**config.mk**
```make
export PLATFORM = sky130hd
export DESIGN_NAME = eth_pcs_tx_gearbox
export DESIGN_NICKNAME = d
export VERILOG_FILES = /design/src/rtl/eth_pcs_params.sv /design/src/rtl/eth_pcs_tx_gearbox.sv
export SDC_FILE = /design/constraint.sdc
export NUM_CORES = 1
export LEC_CHECK = 0
export ABC_AREA = 1
export ABC_CLOCK_PERIOD_IN_PS = 2150
export CORE_UTILIZATION = 35
export CTS_CLUSTER_DIAMETER = 200
export DETAILED_ROUTE_END_ITERATION = 16
export PLACE_DENSITY = 0.6
export SLEW_MARGIN = 20
export SYNTH_ARGS = -nofsm -noshare
export SYNTH_HDL_FRONTEND = slang
export SYNTH_SLANG_ARGS = --single-unit
export TNS_END_PERCENT = 10
```
**constraint.sdc**
```tcl
create_clock -name i_clk -period 2.15 [get_ports i_clk]
set_input_delay 0.43 -clock i_clk [delete_from_list [all_inputs] [get_ports i_clk]]
set_output_delay 0.43 -clock i_clk [all_outputs]
set_load 0.005 [all_outputs]
```
**src/rtl/eth_pcs_params.sv**
```systemverilog
// Shared constants and types for the 10GBASE-R PCS transmit path.
// GRBX_* items belong to the 66:64 TX gearbox.
package eth_pcs_params;

  localparam int W_DATA = 32;
  localparam int W_SYNC = 2;

  // One gearbox period: 32 accept cycles followed by 1 pause cycle.
  localparam int GRBX_PERIOD = 33;

  // Control-block sync header, used as the replacement for invalid headers.
  localparam logic [W_SYNC-1:0] GRBX_SYNC_CTRL = 2'b10;

  typedef logic [5:0] grbx_seq_t;

  // Sequence value of the pause cycle.
  localparam grbx_seq_t GRBX_SEQ_PAUSE = grbx_seq_t'(GRBX_PERIOD - 1);

  // A sync header is legal only when its two bits differ (2'b01 or 2'b10).
  function automatic logic grbx_hdr_valid(input logic [W_SYNC-1:0] hdr);
    return hdr[0] ^ hdr[1];
  endfunction

endpackage

```
**src/rtl/eth_pcs_tx_gearbox.sv**
```systemverilog
// 10GBASE-R transmit 66:64 gearbox.
// Takes a 32-bit scrambled payload word per accept cycle, plus a 2-bit sync
// header on the first word of each 66-bit block. It repacks the stream into a
// continuous 32-bit PMA word every clock. Upstream is throttled by o_clk_en:
// 32 accept cycles, then 1 pause cycle during which the residual drains.
//
// Upstream handshake: o_clk_en high during a cycle means the i_hdr/i_data
// present in that cycle are consumed at the closing clock edge. o_clk_en low
// means nothing is consumed and the inputs are ignored.
//
// Optional build macro ETH_PCS_TX_GRBX_HDR_FIX_EN: when defined, an invalid
// header (2'b00 / 2'b11) on a header word is replaced by 2'b10 before packing.
module eth_pcs_tx_gearbox
  import eth_pcs_params::*;
(
  input  logic              i_clk,
  input  logic              i_reset,
  input  logic [W_SYNC-1:0] i_hdr,
  input  logic [W_DATA-1:0] i_data,
  output logic              o_clk_en,
  output logic [W_DATA-1:0] o_pma_data
);

  localparam int W_STREAM = 2 * W_DATA;

  // Sequence position of the current cycle (valid for accept cycles and pause)
  grbx_seq_t         seq_q, seq_d;
  // Half flag: 0 means the next accepted word is a block's header word
  logic              h_q, h_d;
  // Unsent bits, LSB is the next bit on the wire
  logic [W_DATA-1:0] res_q, res_d;
  logic [5:0]        res_len_q, res_len_d;
  // Registered accept strobe for the current cycle
  logic              clk_en_q, clk_en_d;
  logic [W_DATA-1:0] pma_q, pma_d;

  logic [W_SYNC-1:0]   hdr_eff;
  logic [W_STREAM-1:0] in_bits;
  logic [6:0]          in_len;
  logic [6:0]          total_len;
  logic [W_STREAM-1:0] stream;

  // Header cleanup applied before the header enters the stream
  always_comb begin
    hdr_eff = i_hdr;
`ifdef ETH_PCS_TX_GRBX_HDR_FIX_EN
    if (!grbx_hdr_valid(i_hdr)) begin
      hdr_eff = GRBX_SYNC_CTRL;
    end
`else
    hdr_eff = i_hdr;
`endif
  end

  // Packing: append the accepted bits above the residual, emit the low word
  always_comb begin
    in_bits = '0;
    in_len  = '0;
    if (clk_en_q) begin
      if (!h_q) begin
        in_bits = {{(W_STREAM - W_DATA - W_SYNC){1'b0}}, i_data, hdr_eff};
        in_len  = 7'(W_DATA + W_SYNC);
      end else begin
        in_bits = {{(W_STREAM - W_DATA){1'b0}}, i_data};
        in_len  = 7'(W_DATA);
      end
    end
    // Header words only arrive with R <= 30 and payload words with R <= 32,
    // so the shifted stream never exceeds 64 bits.
    stream    = (in_bits << res_len_q) | {{(W_STREAM - W_DATA){1'b0}}, res_q};
    total_len = 7'(res_len_q) + in_len;
    pma_d     = stream[W_DATA-1:0];
    res_d     = stream[W_STREAM-1:W_DATA];
    // Only the idle cycle right after reset has fewer than 32 bits on hand.
    res_len_d = (total_len >= 7'(W_DATA)) ? 6'(total_len - 7'(W_DATA)) : '0;
  end

  // Sequencing: advance on accepts, restart at 0 after a pause or reset idle
  always_comb begin
    seq_d    = clk_en_q ? (seq_q + grbx_seq_t'(1)) : '0;
    h_d      = clk_en_q ? ~h_q : h_q;
    clk_en_d = (seq_d != GRBX_SEQ_PAUSE);
  end

  // State and output registers with synchronous reset
  always_ff @(posedge i_clk) begin
    if (i_reset) begin
      seq_q     <= '0;
      h_q       <= 1'b0;
      res_q     <= '0;
      res_len_q <= '0;
      clk_en_q  <= 1'b0;
      pma_q     <= '0;
    end else begin
      seq_q     <= seq_d;
      h_q       <= h_d;
      res_q     <= res_d;
      res_len_q <= res_len_d;
      clk_en_q  <= clk_en_d;
      pma_q     <= pma_d;
    end
  end

  assign o_clk_en   = clk_en_q;
  assign o_pma_data = pma_q;

endmodule

```
Word level (Yosys, flattened, before mapping)
Cells that the tools add are included.
Widths: inputs -> output; s select.
{ "totals": {"register_bits": 78, "out_inout_bits": 33} }
{ "op_classes": {"bitwise": 3, "addsub": 3, "order_cmp": 1, "reduce_logical": 1, "n_eq_ne": 1, "n_mux": 5, "shifts": 1} }
{ "ops": {"columns": ["cell", "count"], "rows": [
  ["$mux 34", 2],
  ["$or 64x32->64", 1],
  ["$shl 64x6->64", 1],
  ["$mux 6", 2],
  ["$add 6x6->7", 1],
  ["$ge 7x6->1 const B", 1],
  ["$add 6x1->6 const B", 1],
  ["$ne 6x6->1 const B", 1],
  ["$sub 6x6->6 const B", 1],
  ["$mux 2", 1],
  ["$not 1->1", 2],
  ["$reduce_or 2->1", 1]
]} }

Logic depth before layout (Yosys ltp)
Gate-level depths: netlist of run 1.
{ "logic_depth": {"word_depth": 6, "mapped_depth": 14, "ltp_nobuf": 12} }

Worst setup path before layout of run 1
OpenSTA, ideal clock, no wires.
{ "synth_path": {"path_type": "register to register", "start": "register h_q", "end": "register res_len_q[3]", "setup_ps": 80, "required_ps": 2070, "synth_period_minus_slack_ps": 1706, "path_slack_ps": 444, "n_path_buf": 1, "path_stages_with_launch": 13, "t_arrival_ps": 1626, "cell_sequence": "dfxtp_1 > buf_6 > inv_6 > nand2_1 > inv_2 > ha_1 > ha_1 > nand2_1 > nor2_1 > xnor2_1 > a21oi_1 > inv_1 > nor3b_1"} }
{ "synth_between": {"elab_chain_len": 6, "elab_cells_between_ends": 7, "cone_classes": "2 x add/sub; 1 x order compare; 2 x mux; 1 x bitwise; 1 x reduce/logical"} }
{ "synth_rtl": {"columns": ["item", "line", "rtl"], "rows": [
  ["from (decl)", "eth_pcs_tx_gearbox.sv:29", "logic h_q, h_d;"],
  ["from (signal assigned)", "eth_pcs_tx_gearbox.sv:89", "h_q <= 1'b0;"],
  ["from (signal assigned)", "eth_pcs_tx_gearbox.sv:96", "h_q <= h_d;"],
  ["$mux 2 *", "eth_pcs_tx_gearbox.sv:60", "if (!h_q) begin"],
  ["$mux 6 *", "eth_pcs_tx_gearbox.sv:59", "if (clk_en_q) begin"],
  ["$add 6x6->7 *", "eth_pcs_tx_gearbox.sv:71", "total_len = 7'(res_len_q) + in_len;"],
  ["$ge 7x6->1", "eth_pcs_tx_gearbox.sv:75", "res_len_d = (total_len >= 7'(W_DATA)) ? 6'(total_len - 7'(W_DATA)) : '0;"],
  ["$not 1->1 (no line)", null, null],
  ["$reduce_or 2->1 (no line)", null, null],
  ["to (signal assigned)", "eth_pcs_tx_gearbox.sv:98", "res_len_q <= res_len_d;"],
  ["to (decl)", "eth_pcs_tx_gearbox.sv:32", "logic [5:0] res_len_q, res_len_d;"]
]} }
Mark *: on every way between the ends. The rest lies on a longest branch, timed or not.
A chain may end at the register's enable or synchronous reset.

Worst setup path after layout of run 1
{ "layout_path": {"start": "register clk_en_q, in the netlist o_clk_en", "end": "output o_clk_en"} }
{ "layout_lines": {"columns": ["item", "line", "rtl"], "rows": [
  ["from (decl)", "eth_pcs_tx_gearbox.sv:34", "logic clk_en_q, clk_en_d;"],
  ["from (signal assigned)", "eth_pcs_tx_gearbox.sv:99", "clk_en_q <= clk_en_d;"],
  ["to (decl)", "eth_pcs_tx_gearbox.sv:20", "output logic o_clk_en,"]
]} }
No word-level cell between the ends.

==> flow_summary.ini, run 1 <==
[run_status]
status = completed

[timing]
slew_headroom_pct = 48.4
setup_tns_ns = 0
worst_slack_ns = 0.223
clock_skew_ns = 0.00729
setup_violations = 0
rsz0062_at_grt = false
slew_violations = 0
final.min_clock_period_ns = 1.93
fmax_mhz = 519
tightest_slew_ns = 0.773
hold_slack_ns = 0.431
finalHoldViolCount = 0
post-route-period-util_pct = 89.6

[placement]
place_area_um2 = 5900
numPortBuffers = 68
hpwl_mm = 11.7
place.gp.congestion = 0.950
place_ws_ns = 0.208

[clock_network]
cts-buffers-inserted = 9
htree_levels = 3
clock_sinks = 77
ctsLongestPathBuffers = 2
clk_latency_ns = 0.34
hold_buffers = 0
root_buffer = clkbuf_16
cts_tree = done
clk_pin_slew_ns = 0.06

[hold_path]
hold_depth = 2
min-delay-path-class = reg2reg

[drt]
drt_drc_violations_left = 0
dr_total_vias = 5599
wire_per_inst_um = 14.8
ant_nets = 0
dr.pass1.iters = 6
drt_iter0_drc = 445
wirelength_mm = 15.7
via_per_inst = 5.27

[pwr]
p_leak_nw = 2.75
p_per_area_nw_per_um2 = 662
vdd.ir_drop.worst_mv = 0.422

[critical_path]
setup.worst_path.class = reg2out
crit_path_start_kind = flop
arrival_ns = 1.50
worstPathMaxFanout = 63
cp.required_ns = 1.72
r2r_cells = 11
endpoint_kind = output pin

[layout]
drive_gt1_share_pct = 6.57
area_growth_syn_to_layout_pct = 22.4
design_area_um2 = 6190
fin_nets = 920
fin_util_pct = 44.3
diodes = 0

[synthesis]
syn_nets = 875
synth_cells = 835
synth_area_per_cell_um2 = 6.06
syn-cell-area_um2 = 5060
ys_ff_latch = 77
ys_seq_area_share_pct = 30.5
synth.distinct_cells = 31
yosysWarnings = 0

[die]
fp.dieW_um = 122
core_um2 = 14000
io-pin-count = 69
fp.dieH_um = 122
dieArea_um2 = 14900
core.rowCount = 43
start_util_pct = 36.2

[global_routing]
grt.total_usage_pct = 22.4
grt_max_degree = 64
first_global_vias = 5305
overflow = 0
antenna_found_initial = 0
grt_pass1_wl_mm = 25.8

[flow_run]
maxCapViolCount = 0
==> metrics by stage <==
stage	total power [mW]	instances
floorplan	2.24	835
global placement	2.64	1049
detailed placement	2.64	1049
CTS	4.15	1063
global route	4.34	1063
finish	4.10	1063
==> logic make-up after synthesis <==
kind of cell | share of synthesized area [%]
compound gates | 9.90
simple gates | 45.7
xor+xnor | 0.173
fa+ha+maj | 0.990
flops | 30.5
buf+inv | 12.7
==> final timing paths <==
kind	start	end	slack (ns)
max	o_clk_en$_SDFF_PP0_	o_clk_en	0.22
min	res_q[29]$_SDFF_PP0_	o_pma_data[29]$_SDFF_PP0_	0.43
max reg2reg	h_q$_SDFFE_PP0P_	res_len_q[3]$_SDFF_PP0_	0.27
min reg2reg	res_q[29]$_SDFF_PP0_	o_pma_data[29]$_SDFF_PP0_	0.43
==> layout by cell type, fill, tap and decap left out <==
| master | instances |
|---|---|
| nor4_1 | 1 |
| inv_1 | 82 |
| clkinv_1 | 1 |
| o21ai_2 | 2 |
| a21oi_1 | 68 |
| o21ai_0 | 14 |
| and3_1 | 1 |
| buf_2 | 1 |
| nor2_2 | 3 |
| dfxtp_2 | 2 |
| nand3_1 | 193 |
| nor3b_1 | 2 |
| nand2_2 | 6 |
| nand3_2 | 1 |
| and3b_1 | 1 |
| nand2_1 | 215 |
| buf_12 | 5 |
| clkinvlp_4 | 2 |
| a31oi_1 | 2 |
| bufinv_16 | 1 |
| ha_1 | 4 |
| nand4_1 | 41 |
| inv_2 | 3 |
| clkbuf_16 | 9 |
| nor2_1 | 45 |
| inv_6 | 1 |
| dfxtp_1 | 75 |
| o21ai_1 | 3 |
| clkdlybuf4s50_1 | 67 |
| xnor2_1 | 1 |
| o211ai_1 | 6 |
| nor3_1 | 3 |
| clkinv_2 | 1 |
| buf_4 | 20 |
| clkbuf_8 | 1 |
==> power by group <==
| group | switching (mW) | internal (mW) |
|---|---|---|
| logic | 0.617 | 0.429 |
| registers | 0.0387 | 1.53 |
| clock network | 0.575 | 0.914 |
==> worst max-delay path, stage by stage, from the launching register on <==
cell and delay, ns:
dfxtp_2 0.35, buf_12 0.25, clkdlybuf4s50_1 0.56
==> layout make-up <==
| type | count | area (µm²) |
|---|---|---|
| clock buffers | 10 | 239 |
| clock inverters | 4 | 50.0 |
| fillers | 1495 | 7800 |
| inverters | 87 | 332 |
| multi-input cells | 612 | 2880 |
| flip-flops and latches | 77 | 1540 |
| well taps | 180 | 225 |
| repair buffers | 93 | 926 |
==> sequential cells by signal (all words and copies together), names as in the netlist <==
| register | flops |
|---|---|
| h_q | 1 |
| o_clk_en | 1 |
| o_pma_data | 32 |
| res_len_q | 5 |
| res_q | 32 |
| seq_q | 6 |
==> what timing repair did <==
action | CTS | global route
setup endpoints to repair | 0 | 1
endpoints found under the hold margin | 0 | 0
resized for setup | 0 | 1
buffers inserted | 0 | 0
==> synthesized netlist by cell type <==
cell | instances | share of area, %
nand2_2 | 6 | 0.74
inv_1 | 82 | 6.1
nand2_1 | 215 | 16
and3b_1 | 1 | 0.17
and3_1 | 1 | 0.12
nor4_1 | 1 | 0.12
nand3_2 | 1 | 0.20
o21ai_2 | 2 | 0.35
a31oi_1 | 2 | 0.25
buf_2 | 27 | 2.7
a21oi_1 | 68 | 6.7
dfxtp_1 | 77 | 30
nor3_1 | 3 | 0.30
buf_1 | 10 | 0.74
o21ai_1 | 3 | 0.30
inv_2 | 3 | 0.22
o211ai_1 | 6 | 0.89
nand3_1 | 193 | 19
buf_8 | 1 | 0.30
nor3b_1 | 2 | 0.30
nand4_1 | 41 | 5.1
nor2_2 | 2 | 0.25
clkbuf_1 | 13 | 0.96
buf_4 | 4 | 0.59
ha_1 | 4 | 0.99
nor2_1 | 46 | 3.4
xnor2_1 | 1 | 0.17
clkinv_1 | 1 | 0.074
o21ai_0 | 14 | 1.4
inv_6 | 1 | 0.17
buf_6 | 4 | 0.89
==> metal layers <==
layer	wire length [µm]	global-route usage (%)	vias to the layer above
met2	7600	38.4	174
met1	6690	26.3	2517
met5	0	0	-
met4	710	12.2	0
met3	721	4.17	44
li1	-	-	2864
No activity file was read; power rests on OpenSTA's default activity.
==> run 2, diff against run 1 <==
- CORE_ASPECT_RATIO: unset -> 0.5
==> flow_summary.ini, run 2 (synthesized netlist as in run 1, its figures left out) <==
[run_status]
status = completed

[pwr]
internal_power_mw = 2.85
combPwrFrac_pct = 26.1
p_sw_share_pct = 32.5
p_per_area_nw_per_um2 = 683
p_leak_nw = 2.74
p_clk_share_pct = 37.0
seqPwrFrac_pct = 36.8
p_switching_mw = 1.38
vdd.ir_drop.worst_mv = 0.348

[timing]
final.min_clock_period_ns = 1.99
setup_tns_ns = 0
post-route-period-util_pct = 92.5
slew_violations = 0
fmax_mhz = 503
finalHoldViolCount = 0
setup_violations = 0
tightest_slew_ns = 0.733
rsz0062_at_grt = false
hold_slack_ns = 0.431
slew_headroom_pct = 51.0
clock_skew_ns = 0.00807

[critical_path]
cp-startpoint = h_q$_SDFFE_PP0P_
reg2reg_slack_ns = 0.16
crit_path_start_kind = flop
crit_path_end = res_len_q[3]$_SDFF_PP0_
endpoint_kind = flop
arrival_ns = 2.25
timing.rr.start = h_q$_SDFFE_PP0P_
cp.required_ns = 2.42
setup.worst_path.class = reg2reg
r2r_cells = 11
worstPathMaxFanout = 11
r2r-end = res_len_q[3]$_SDFF_PP0_

[global_routing]
grt_pass1_wl_mm = 27.7
grt.total_usage_pct = 24.9
grt_max_degree = 60
first_global_vias = 4699
antenna_found_initial = 0
overflow = 0

[die]
core.rowCount = 30
start_util_pct = 36.6
fp.dieW_um = 172
core_um2 = 13800
io-pin-count = 69
dieArea_um2 = 15000
fp.dieH_um = 87

[drt]
wirelength_mm = 18.1
dr_total_vias = 5684
wire_per_inst_um = 16.8
drt_iter0_drc = 691
ant_nets = 0
drt_drc_violations_left = 0
dr.pass1.iters = 6
via_per_inst = 5.28

[placement]
place_area_um2 = 5880
numPortBuffers = 68
hpwl_mm = 13.3
place.gp.congestion = 0.930

[layout]
design_area_um2 = 6190
area_growth_syn_to_layout_pct = 22.4
final_cell_mix = 215 x nand2_1, 193 x nand3_1, 82 x inv_1, 75 x dfxtp_1, 68 x a21oi_1
fin_nets = 920
drive_gt1_share_pct = 6.67
diodes = 0
fin_util_pct = 44.8
final_common_cell = nand2_1

[clock_network]
ctsResizeCount = 0
clk_latency_ns = 0.34
post_cts_buffers = 0
ctsLongestPathBuffers = 2
clock_sinks = 77
root_buffer = clkbuf_16
clk_pin_slew_ns = 0.07
hold_buffers = 0
htree_levels = 3
cts_tree = done
cts-buffers-inserted = 9

[flow_run]
maxCapViolCount = 0

[hold_path]
min-delay-path-class = reg2reg
## run 2: cell types whose count changed in the layout (fill, tap and decap cells not counted), sizes merged
cell,previous run,this run
buf,26,25
inv,86,87
clkinvlp,2,3
clkinv,2,3
## run 2: through the flow
| step | std cells | setup WS (ns) | power, mW |
|---|---|---|---|
| global placement | 1060 | 0.137 | 2.67 |
| CTS | 1076 | 0.155 | 4.22 |
| global route | 1077 | 0.0337 | 4.43 |
| finish | 1077 | 0.161 | 4.23 |
| floorplan | 835 | 0.444 | 2.24 |
| detailed placement | 1060 | 0.127 | 2.67 |
## run 2: cell type report
cell class / count / area (µm²)
repair buffers: 92 / 893
fillers: 1491 / 7620
clock inverters: 6 / 70.1
well taps: 192 / 240
inverters: 87 / 332
clock buffers: 10 / 229
repair inverters: 1 / 5.00
multi-input cells: 612 / 2880
flip-flops and latches: 77 / 1540
## run 2: worst min path at each step
stage	from	end	slack, ns	depth (start not counted)
after detailed placement	res_q[26]$_SDFF_PP0_	o_pma_data[26]$_SDFF_PP0_	0.42	2
after CTS	res_q[8]$_SDFF_PP0_	o_pma_data[8]$_SDFF_PP0_	0.43	2
after global placement	res_q[26]$_SDFF_PP0_	o_pma_data[26]$_SDFF_PP0_	0.42	2
after global routing	res_q[26]$_SDFF_PP0_	o_pma_data[26]$_SDFF_PP0_	0.45	2
final	res_q[8]$_SDFF_PP0_	o_pma_data[8]$_SDFF_PP0_	0.43	2
after floorplan	res_q[2]$_SDFF_PP0_	o_pma_data[2]$_SDFF_PP0_	0.41	2
## run 2: power groups by stage
stage               logic (mW)  clock network (mW)  registers, mW
detailed placement        1.08                   0           1.59
CTS                       1.08                1.58           1.56
floorplan                0.648                   0           1.59
global placement          1.08                   0           1.59
global route              1.22                1.64           1.57
finish                    1.10                1.57           1.56
## run 2: routing by layer
layer  track usage, %  up-vias  wire length (µm)
met5                0        -                 0
met2             27.8      266              6020
li1                 -     2865                 -
met4             4.10        0               128
met3             7.81       14              2010
met1             42.3     2539              9950
## run 2: worst max-delay path: stages (launching register included)
cell,delay (ns)
dfxtp_2,0.38
clkinv_4,0.12
nand2_1,0.13
inv_2,0.07
ha_1,0.21
ha_1,0.20
nand2_1,0.09
nor2_1,0.05
xnor2_1,0.15
a21oi_1,0.19
inv_1,0.14
nor3b_1,0.18
==> variant: new RTL, settings of run 1 <==
The package constant `W_DATA` goes from 32 to 64.
--- a/src/rtl/eth_pcs_params.sv
+++ b/src/rtl/eth_pcs_params.sv
@@ -2,7 +2,7 @@
 // GRBX_* items belong to the 66:64 TX gearbox.
 package eth_pcs_params;
 
-  localparam int W_DATA = 32;
+  localparam int W_DATA = 64;
   localparam int W_SYNC = 2;
 
   // One gearbox period: 32 accept cycles followed by 1 pause cycle.
Ports: changed (resized i_data and o_pma_data); port bits go from 69 to 133. No check against the original RTL was run, so the function may have changed too.
==> variant against run 1 <==
Via count rose by 90%; core utilization rose by 1.1 points; worst hold slack got worse by 0.0040 ns; register-to-register slack got worse by 0.10 ns; worst setup slack got worse by 0.058 ns; global-route usage rose by 5.6 points; synthesized cell count rose by 82%; area after synthesis rose by 80%; final cell count rose by 84%; routed wire length rose by 130%; critical path type is now flop to flop; power rose by 84%; sequential cell count rose by 64; cell area rose by 86%.
==> variant: results <==
place:
  io_buffers: 132
  dp_slack_ns: -0.0710
  gp_congestion: 1.07
  hpwlAfterDp_mm: 27.6
cts:
  clockRootBuffer: "clkbuf_16"
  clk_latency_ns: 0.43
  clk_pin_slew_worst_paths_ns: 0.07
  cts_buffers: 17
  post_cts_buffers: 0
  ctsHtreeMaxLevel: 4
  cts_buffer_depth: 2
drt:
  drtIter0Drc: 1119
  firstDrtPassIters: 9
  vias: 10600
  drt-wirelength-per-cell_um: 18.8
grt:
  use_met2: 0.476
  antenna_found_initial: 0
  grt_pass1_vias: 9935
  grt_pass1_wl_mm: 56.4
  grt.total_usage: 0.281
  grt_max_degree: 98
  grt_use_met3: 0.0371
  gr-usage-met1: 0.351
logic_synthesis:
  synth_nets: 1591
  seq_area_frac_synth: 0.310
  ys_async_sr_fraction: 0
  ys_warn_count: 0
  synth_cell_types: 37
  ys_top_cells_by_area: "dfxtp_1, nand3_1, nand2_1, inv_1, nor2_1"
  synth_common_cells: "nand2_1, nand3_1, dfxtp_1, inv_1, nor2_1"
final_layout:
  antennaDiodeCount: 0
  n_fill_cell: 2619
  drive_gt1_frac: 0.0738
  fin_nets: 1685
sta:
  final.setup_skew_ns: 0.0119
  slew-limit-headroom: 0.682
  setup_viol: 0
status:
  outcome: "finished clean"
pwr:
  irDropWorstVdd_v: 0.000440
  p_sw_mw: 2.34
  p_leak_nw: 5.08
worst_setup_path:
  crit_family: "simple AND/OR/NAND/NOR gates"
  crit_arrival_ns: 2.30
  ff2ff_path_depth: 12
  slowest_delay_ns: 0.34
  crit_path_max_fanout: 25
  critPathSlowestCell: "dfxtp_2"
min_path:
  whs_path_depth: 2
  hold_path.class: "flop to flop"
==> variant: area by class of cell <==
cell class,instances,area [um2],share of cell area
clock buffers,18,429,0.0373
well taps,330,413,0.0359
repair buffers,192,1960,0.170
inverters,103,389,0.0338
clock inverters,14,185,0.0161
flip-flops and latches,141,2830,0.246
multi-input cells,1159,5290,0.460
==> variant: what timing repair did <==
action	CTS	global route
setup endpoints to repair	0	1
hold buffers	0	0
resized for setup	0	1
==> variant: final timing paths <==
kind	from	to	slack, ns
worst max-delay path	h_q	o_pma_data[34]	0.17
worst min-delay path	res_q[28]	o_pma_data[28]	0.43
worst max register to register	h_q	o_pma_data[34]	0.17
worst min register to register	res_q[28]	o_pma_data[28]	0.43
==> variant: worst register-to-register path, stage by stage, from the launching register on <==
cell	delay, ns
dfxtp_2	0.34
inv_2	0.21
buf_12	0.20
nand2_1	0.08
nand3_1	0.08
nand2_1	0.05
nand2_1	0.16
nand2_1	0.10
nand3_1	0.15
nand3_1	0.13
nand3_1	0.12
o211ai_1	0.08
buf_4	0.16
==> variant: kinds of logic after synthesis <==
logic type      after synthesis  synth area share
simple gates               1040             0.506
buf+inv                     220             0.109
flops                       141             0.310
compound gates              116            0.0708
fa+ha+maj                     3           0.00413
==> variant: power groups by stage <==
stage / clock, mW / combinational, mW / sequential, mW
5_1_grt: 3.31 / 1.78 / 2.77
3_5_place_dp: 0 / 1.60 / 2.82
2_1_floorplan: 0 / 0.884 / 2.82
4_1_cts: 3.20 / 1.61 / 2.76
3_3_place_gp: 0 / 1.60 / 2.82
6_report: 3.18 / 1.62 / 2.76
==> variant: routing by layer <==
layer / vias up / part of all wire
li1: 5235 / -
met1: 4880 / 0.42
met2: 422 / 0.48
met3: 77 / 0.056
met4: 0 / 0.042
met5: - / 0
==> variant: stage by stage <==
stage / power [mW] / utilization / area (um2) / std cells
4_1_cts: 7.57 / 0.454 / 11500 / 1957
3_5_place_dp: 4.42 / 0.430 / 10900 / 1925
3_3_place_gp: 4.42 / 0.430 / 10900 / 1925
2_1_floorplan: 3.70 / - / 9100 / 1520
6_report: 7.56 / 0.454 / 11500 / 1957
5_1_grt: 7.86 / 0.454 / 11500 / 1957
